**config.mk**
```make
export PLATFORM = sky130hd
export DESIGN_NAME = pc_sequencer
export DESIGN_NICKNAME = d
export VERILOG_FILES = /design/src/rtl/pc_sequencer.sv
export SDC_FILE = /design/constraint.sdc
export NUM_CORES = 1
export LEC_CHECK = 0
export ABC_AREA = 1
export BUFFER_PORTS_ARGS = -buffer_cell sky130_fd_sc_hd__buf_4
export CORE_MARGIN = 2
export CORE_UTILIZATION = 40
export CTS_CLUSTER_DIAMETER = 200
export DETAILED_ROUTE_END_ITERATION = 7
export HOLD_SLACK_MARGIN = 0.06
export PLACE_DENSITY = 0.65
export SYNTH_ARGS = -nofsm -noshare
export SYNTH_HDL_FRONTEND = slang
export SYNTH_SLANG_ARGS = --single-unit
```
**constraint.sdc**
```tcl
create_clock -name clk -period 2.04 [get_ports clk]
set_clock_uncertainty 0.15 [all_clocks]
set_input_delay 0.102 -clock clk [delete_from_list [all_inputs] [get_ports clk]]
set_output_delay 0.102 -clock clk [all_outputs]
set_load 0.01 [all_outputs]
```
**src/rtl/pc_sequencer.sv**
```systemverilog
// Program-counter and fetch sequencer: IDLE/RUN/DONE control around prog_ctr.
// Optional return stack is enabled by defining PC_RETSTACK_EN; without it
// call_en acts as an absolute jump, ret_en is ignored and stack_err reads 0.
module pc_sequencer #(
  parameter int unsigned D           = 12,
  parameter int unsigned DONE_ADDR   = 511,
  parameter int unsigned STACK_DEPTH = 4
) (
  input  logic         clk,
  input  logic         reset,
  input  logic         start,
  input  logic         stall,
  input  logic         abs_jump_en,
  input  logic         call_en,
  input  logic         ret_en,
  input  logic [D-1:0] target,
  output logic [D-1:0] prog_ctr,
  output logic         fetch_valid,
  output logic         busy,
  output logic         done,
  output logic         stack_err
);

  typedef enum logic [1:0] {StIdle, StRun, StDone} state_e;

  localparam logic [D-1:0] DoneAddr = D'(DONE_ADDR);

  state_e       state_q;
  logic [D-1:0] pc_q;
  logic [D-1:0] pc_d;
  logic [D-1:0] pc_inc;
  logic         done_q;

`ifdef PC_RETSTACK_EN
  localparam int unsigned CntW = $clog2(STACK_DEPTH + 1);
  localparam int unsigned IdxW = (STACK_DEPTH > 1) ? $clog2(STACK_DEPTH) : 1;

  logic [D-1:0]    stack_q [STACK_DEPTH];
  logic [CntW-1:0] cnt_q;
  logic [IdxW-1:0] top_idx;
  logic [IdxW-1:0] wr_idx;
  logic            full;
  logic            empty;
  logic            push;
  logic            pop;
  logic            err_set;
  logic            stack_err_q;

  assign full    = (cnt_q == CntW'(STACK_DEPTH));
  assign empty   = (cnt_q == '0);
  assign top_idx = IdxW'(cnt_q - 1'b1);
  assign wr_idx  = IdxW'(cnt_q);
`else
  // Keeps the unused inputs and parameter visible without stack hardware.
  logic [31:0] unused_cfg;
  assign unused_cfg = STACK_DEPTH ^ {31'b0, ret_en};
`endif

  assign pc_inc = pc_q + D'(1);

  // Next-PC selection in RUN; stall outranks everything, then ret, call, jump.
  always_comb begin
    pc_d = pc_inc;
`ifdef PC_RETSTACK_EN
    push    = 1'b0;
    pop     = 1'b0;
    err_set = 1'b0;
`endif
    if (!stall) begin
`ifdef PC_RETSTACK_EN
      if (ret_en) begin
        if (empty) begin
          err_set = 1'b1;  // underflow falls back to an increment
        end else begin
          pop  = 1'b1;
          pc_d = stack_q[top_idx];
        end
      end else if (call_en) begin
        push    = 1'b1;
        err_set = full;
        pc_d    = target;
      end else if (abs_jump_en) begin
        pc_d = target;
      end
`else
      if (call_en || abs_jump_en) begin
        pc_d = target;
      end
`endif
    end
  end

  // Control FSM with registered prog_ctr and done.
  always_ff @(posedge clk) begin
    if (reset) begin
      state_q <= StIdle;
      pc_q    <= '0;
      done_q  <= 1'b0;
    end else begin
      case (state_q)
        StIdle: begin
          if (start) begin
            state_q <= StRun;
            pc_q    <= '0;
          end
        end
        StRun: begin
          // Halt is only detected on an edge that really moves prog_ctr.
          if (!stall) begin
            pc_q <= pc_d;
            if (pc_d == DoneAddr) begin
              state_q <= StDone;
              done_q  <= 1'b1;
            end
          end
        end
        StDone: begin
          if (start) begin
            state_q <= StRun;
            pc_q    <= '0;
            done_q  <= 1'b0;
          end
        end
        default: begin
          state_q <= StIdle;
          pc_q    <= '0;
          done_q  <= 1'b0;
        end
      endcase
    end
  end

`ifdef PC_RETSTACK_EN
  // Return-stack LIFO; a push on full drops the oldest entry at index 0.
  always_ff @(posedge clk) begin
    if (reset) begin
      cnt_q       <= '0;
      stack_err_q <= 1'b0;
    end else if (state_q == StDone && start) begin
      cnt_q <= '0;
    end else if (state_q == StRun) begin
      if (err_set) begin
        stack_err_q <= 1'b1;
      end
      if (push) begin
        if (full) begin
          for (int unsigned i = 0; i + 1 < STACK_DEPTH; i++) begin
            stack_q[IdxW'(i)] <= stack_q[IdxW'(i + 1)];
          end
          stack_q[IdxW'(STACK_DEPTH - 1)] <= pc_inc;
        end else begin
          stack_q[wr_idx] <= pc_inc;
          cnt_q           <= cnt_q + 1'b1;
        end
      end else if (pop) begin
        cnt_q <= cnt_q - 1'b1;
      end
    end
  end

  assign stack_err = stack_err_q;
`else
  assign stack_err = 1'b0;
`endif

  assign prog_ctr    = pc_q;
  assign done        = done_q;
  assign busy        = (state_q == StRun);
  assign fetch_valid = (state_q == StRun);

endmodule
```
==> impl_metrics.tcl <==
set metrics [dict create \
    numCtsBuffers 3 \
    ys_types 30 \
    ant_nets 0 \
    netlist_instances 181 \
    power.internal_mw 0.464 \
    vias 1322 \
    pwr-share-seq_pct 46.3 \
    cts_sinks 15 \
    track_usage_pct 19.7 \
    grt_pass1_vias 1161 \
    crit_start "prog_ctr[1]" \
    portBuffers 32 \
    hold_path_depth 4 \
    syn_area_um2 1110 \
    worstPathRequired_ns 2.08 \
    cts_buffer_depth 2 \
    route.detailed.drc 0 \
    insertion_delay_ns 0.29 \
    grt_max_degree 17 \
    synth-seq-cells 15 \
    synth-main-ff-cell "dfxtp_1" \
    dp_cells 241 \
    cp-end-kind "register" \
    core_um2 2690 \
    p_leak_nw 0.698 \
    maxSlewViolCount 0 \
    setup_viol 0 \
    grt_pass1_wl_mm 4.98 \
    die_h_um 56.7 \
    gp_congestion 0.832 \
    drt_iter0_markers 44 \
    status "completed" \
    area_growth_pct 45.1 \
    max-vdd-ir-drop_mv 0.337 \
    finalHoldViolations 0 \
    synth_edf_count 0 \
    root_buffer "clkbuf_4" \
    wl_per_cell_um 11.8 \
    via_per_inst 5.01 \
    synthArstFlopShare_pct 0 \
    routed_wl_mm 3.12 \
    power_frac_comb_pct 27.6 \
    n_fill_cell 253 \
    num_rows 19 \
    yosysTopAreaCellShare_pct 27.1 \
    hp-class "input pin to register" \
    maxCapViolations 0 \
    hold_path.startpoint "target[7]" \
    synth_area_leader_cell "dfxtp_1" \
    pin_count 35 \
    timing.rr.start "prog_ctr[1]" \
    fmaxAchievable_mhz 522 \
    switching_share_pct 30.4 \
    antenna_found_initial 0 \
    layout-drive-gt1-share_pct 32.2 \
    cp_max_fo 4 \
    die_area_um2 3210 \
    crit_arrival_ns 1.96 \
    start_kind "register" \
    rr_worst_depth 12 \
    pwr_density_cell_nw_per_um2 414 \
    antenna_cells 0 \
    timing.final.crit_share_pct 94.0 \
    dr.pass1.iters 6 \
    yosys_warnings 0 \
    final_nets 254 \
    instances_no_fill 264 \
    cts_tree "built" \
    ys_seq_area_share_pct 27.1 \
    finalPower_mw 0.666 \
    setup_tns_ns 0 \
    p_sw_mw 0.202 \
    dpl.hpwl_mm 2.12 \
    period_minus_slack_ns 1.92 \
    synth_nets 201 \
    syn_avg_cell_area_um2 6.13 \
    clk_pin_slew_ns 0.10 \
    clkPwrFrac_pct 26.1 \
    grt_overflow 0 \
    netlist_top_cells_area "dfxtp_1 (27%), nand2_1 (22%), nand3_1 (8.6%)" \
    critical_path_class "register to register" \
    cts.htree.levels 1 \
    initial_core_util_pct 41.3 \
    dieWidth_um 56.7 \
    worst_hold_slack_ns 0.0696 \
]
==> cell families after synthesis <==
logic type                 after synthesis  synth area share [%]
and+or+nand+nor                        116                  47.1
buffers and inverters                   24                  9.70
AOI/OAI and AO/OA                       23                  13.4
DFF                                     15                  27.1
muxes                                    1                  1.24
adders and majority gates                1                  1.13
other                                    1                 0.338
==> path summary, 6_finish.rpt <==
| path | to | slack, ns |
|---|---|---|
| min reg2reg | state_q[1] | 0.34 |
| max reg2reg | done | 0.12 |
| min | prog_ctr[7] | 0.07 |
| max | done | 0.12 |
==> cell usage after synthesis (2+ instances only) <==
cell type  number
o21bai_1        2
buf_4           2
nor2_2          6
nand2_1        64
inv_2           2
nor2_1         13
nand2_2         5
a21oi_1        14
nand3_2         2
or2_2           2
nand4_1         2
buf_2           2
inv_1          16
nand3_1        19
dfxtp_1        15
==> cell type report <==
type | instances | area [um2] | area share [%]
sequential | 15 | 308 | 19.1
tap | 31 | 38.8 | 2.41
inverter | 18 | 70.1 | 4.35
clock buffer | 3 | 22.5 | 1.40
timing repair buffer | 53 | 430 | 26.7
clock inverter | 1 | 5.00 | 0.311
multi-input combinational | 143 | 736 | 45.7
==> power groups by stage <==
stage / Clock [mW] / Combinational (mW) / Sequential, mW
3_5_place_dp: 0 / 0.147 / 0.316
6_report: 0.174 / 0.184 / 0.309
2_1_floorplan: 0 / 0.0869 / 0.317
3_3_place_gp: 0 / 0.145 / 0.315
4_1_cts: 0.183 / 0.167 / 0.309
5_1_grt: 0.192 / 0.202 / 0.310
==> placed cells by master (no fill, tap or decap), types with 2 or more instances in the layout <==
cell type,n
a21oi_1,14
buf_4,40
clkbuf_4,3
dfxtp_1,11
dfxtp_2,3
dlygate4sd3_1,13
inv_1,16
nand2_1,63
nand2_2,6
nand3_1,18
nand3_2,3
nand4_1,2
nor2_1,12
nor2_2,6
nor2_4,2
o21bai_1,2
or2_2,2
==> worst max-delay path, stage by stage (launching register included) <==
cell,delay (ns)
dfxtp_4,0.38
ha_2,0.21
nand3_2,0.10
nor2_2,0.14
nand2_1,0.06
nand2_1,0.05
nand2_1,0.06
mux2i_2,0.20
nand3_2,0.14
o21bai_4,0.13
nand2_1,0.06
nand2_1,0.07
a21oi_2,0.05
==> sequential cells by signal (all words and copies together), names as in the netlist <==
signal    flops
state_q       2
prog_ctr     12
done          1
==> routing by layer <==
metal  part of all wire (%)  track usage, %  up-vias
met1                     45            24.9      601
met2                     50            34.1       36
met3                    5.1            2.30        2
met4                   0.54            7.14        0
li1                       -               -      683
met5                      0               0        -
==> per-stage QoR <==
stage	setup slack (ns)	area, um2	util [%]
6_report	0.123	1610	59.9
5_1_grt	-0.0243	1610	59.9
4_1_cts	0.0255	1530	56.9
3_5_place_dp	0.0487	1370	51.0
3_3_place_gp	0.132	1370	51.0
2_1_floorplan	0.166	1110	-
==> timing repair <==
item | in CTS | in global routing
resized for setup | 0 | 12
buffers inserted | 0 | 5
hold endpoints to repair | 15 | 0
endpoints found under the setup margin | 0 | 3
hold buffers | 13 | 0
Power figures use the tool's default switching activity.
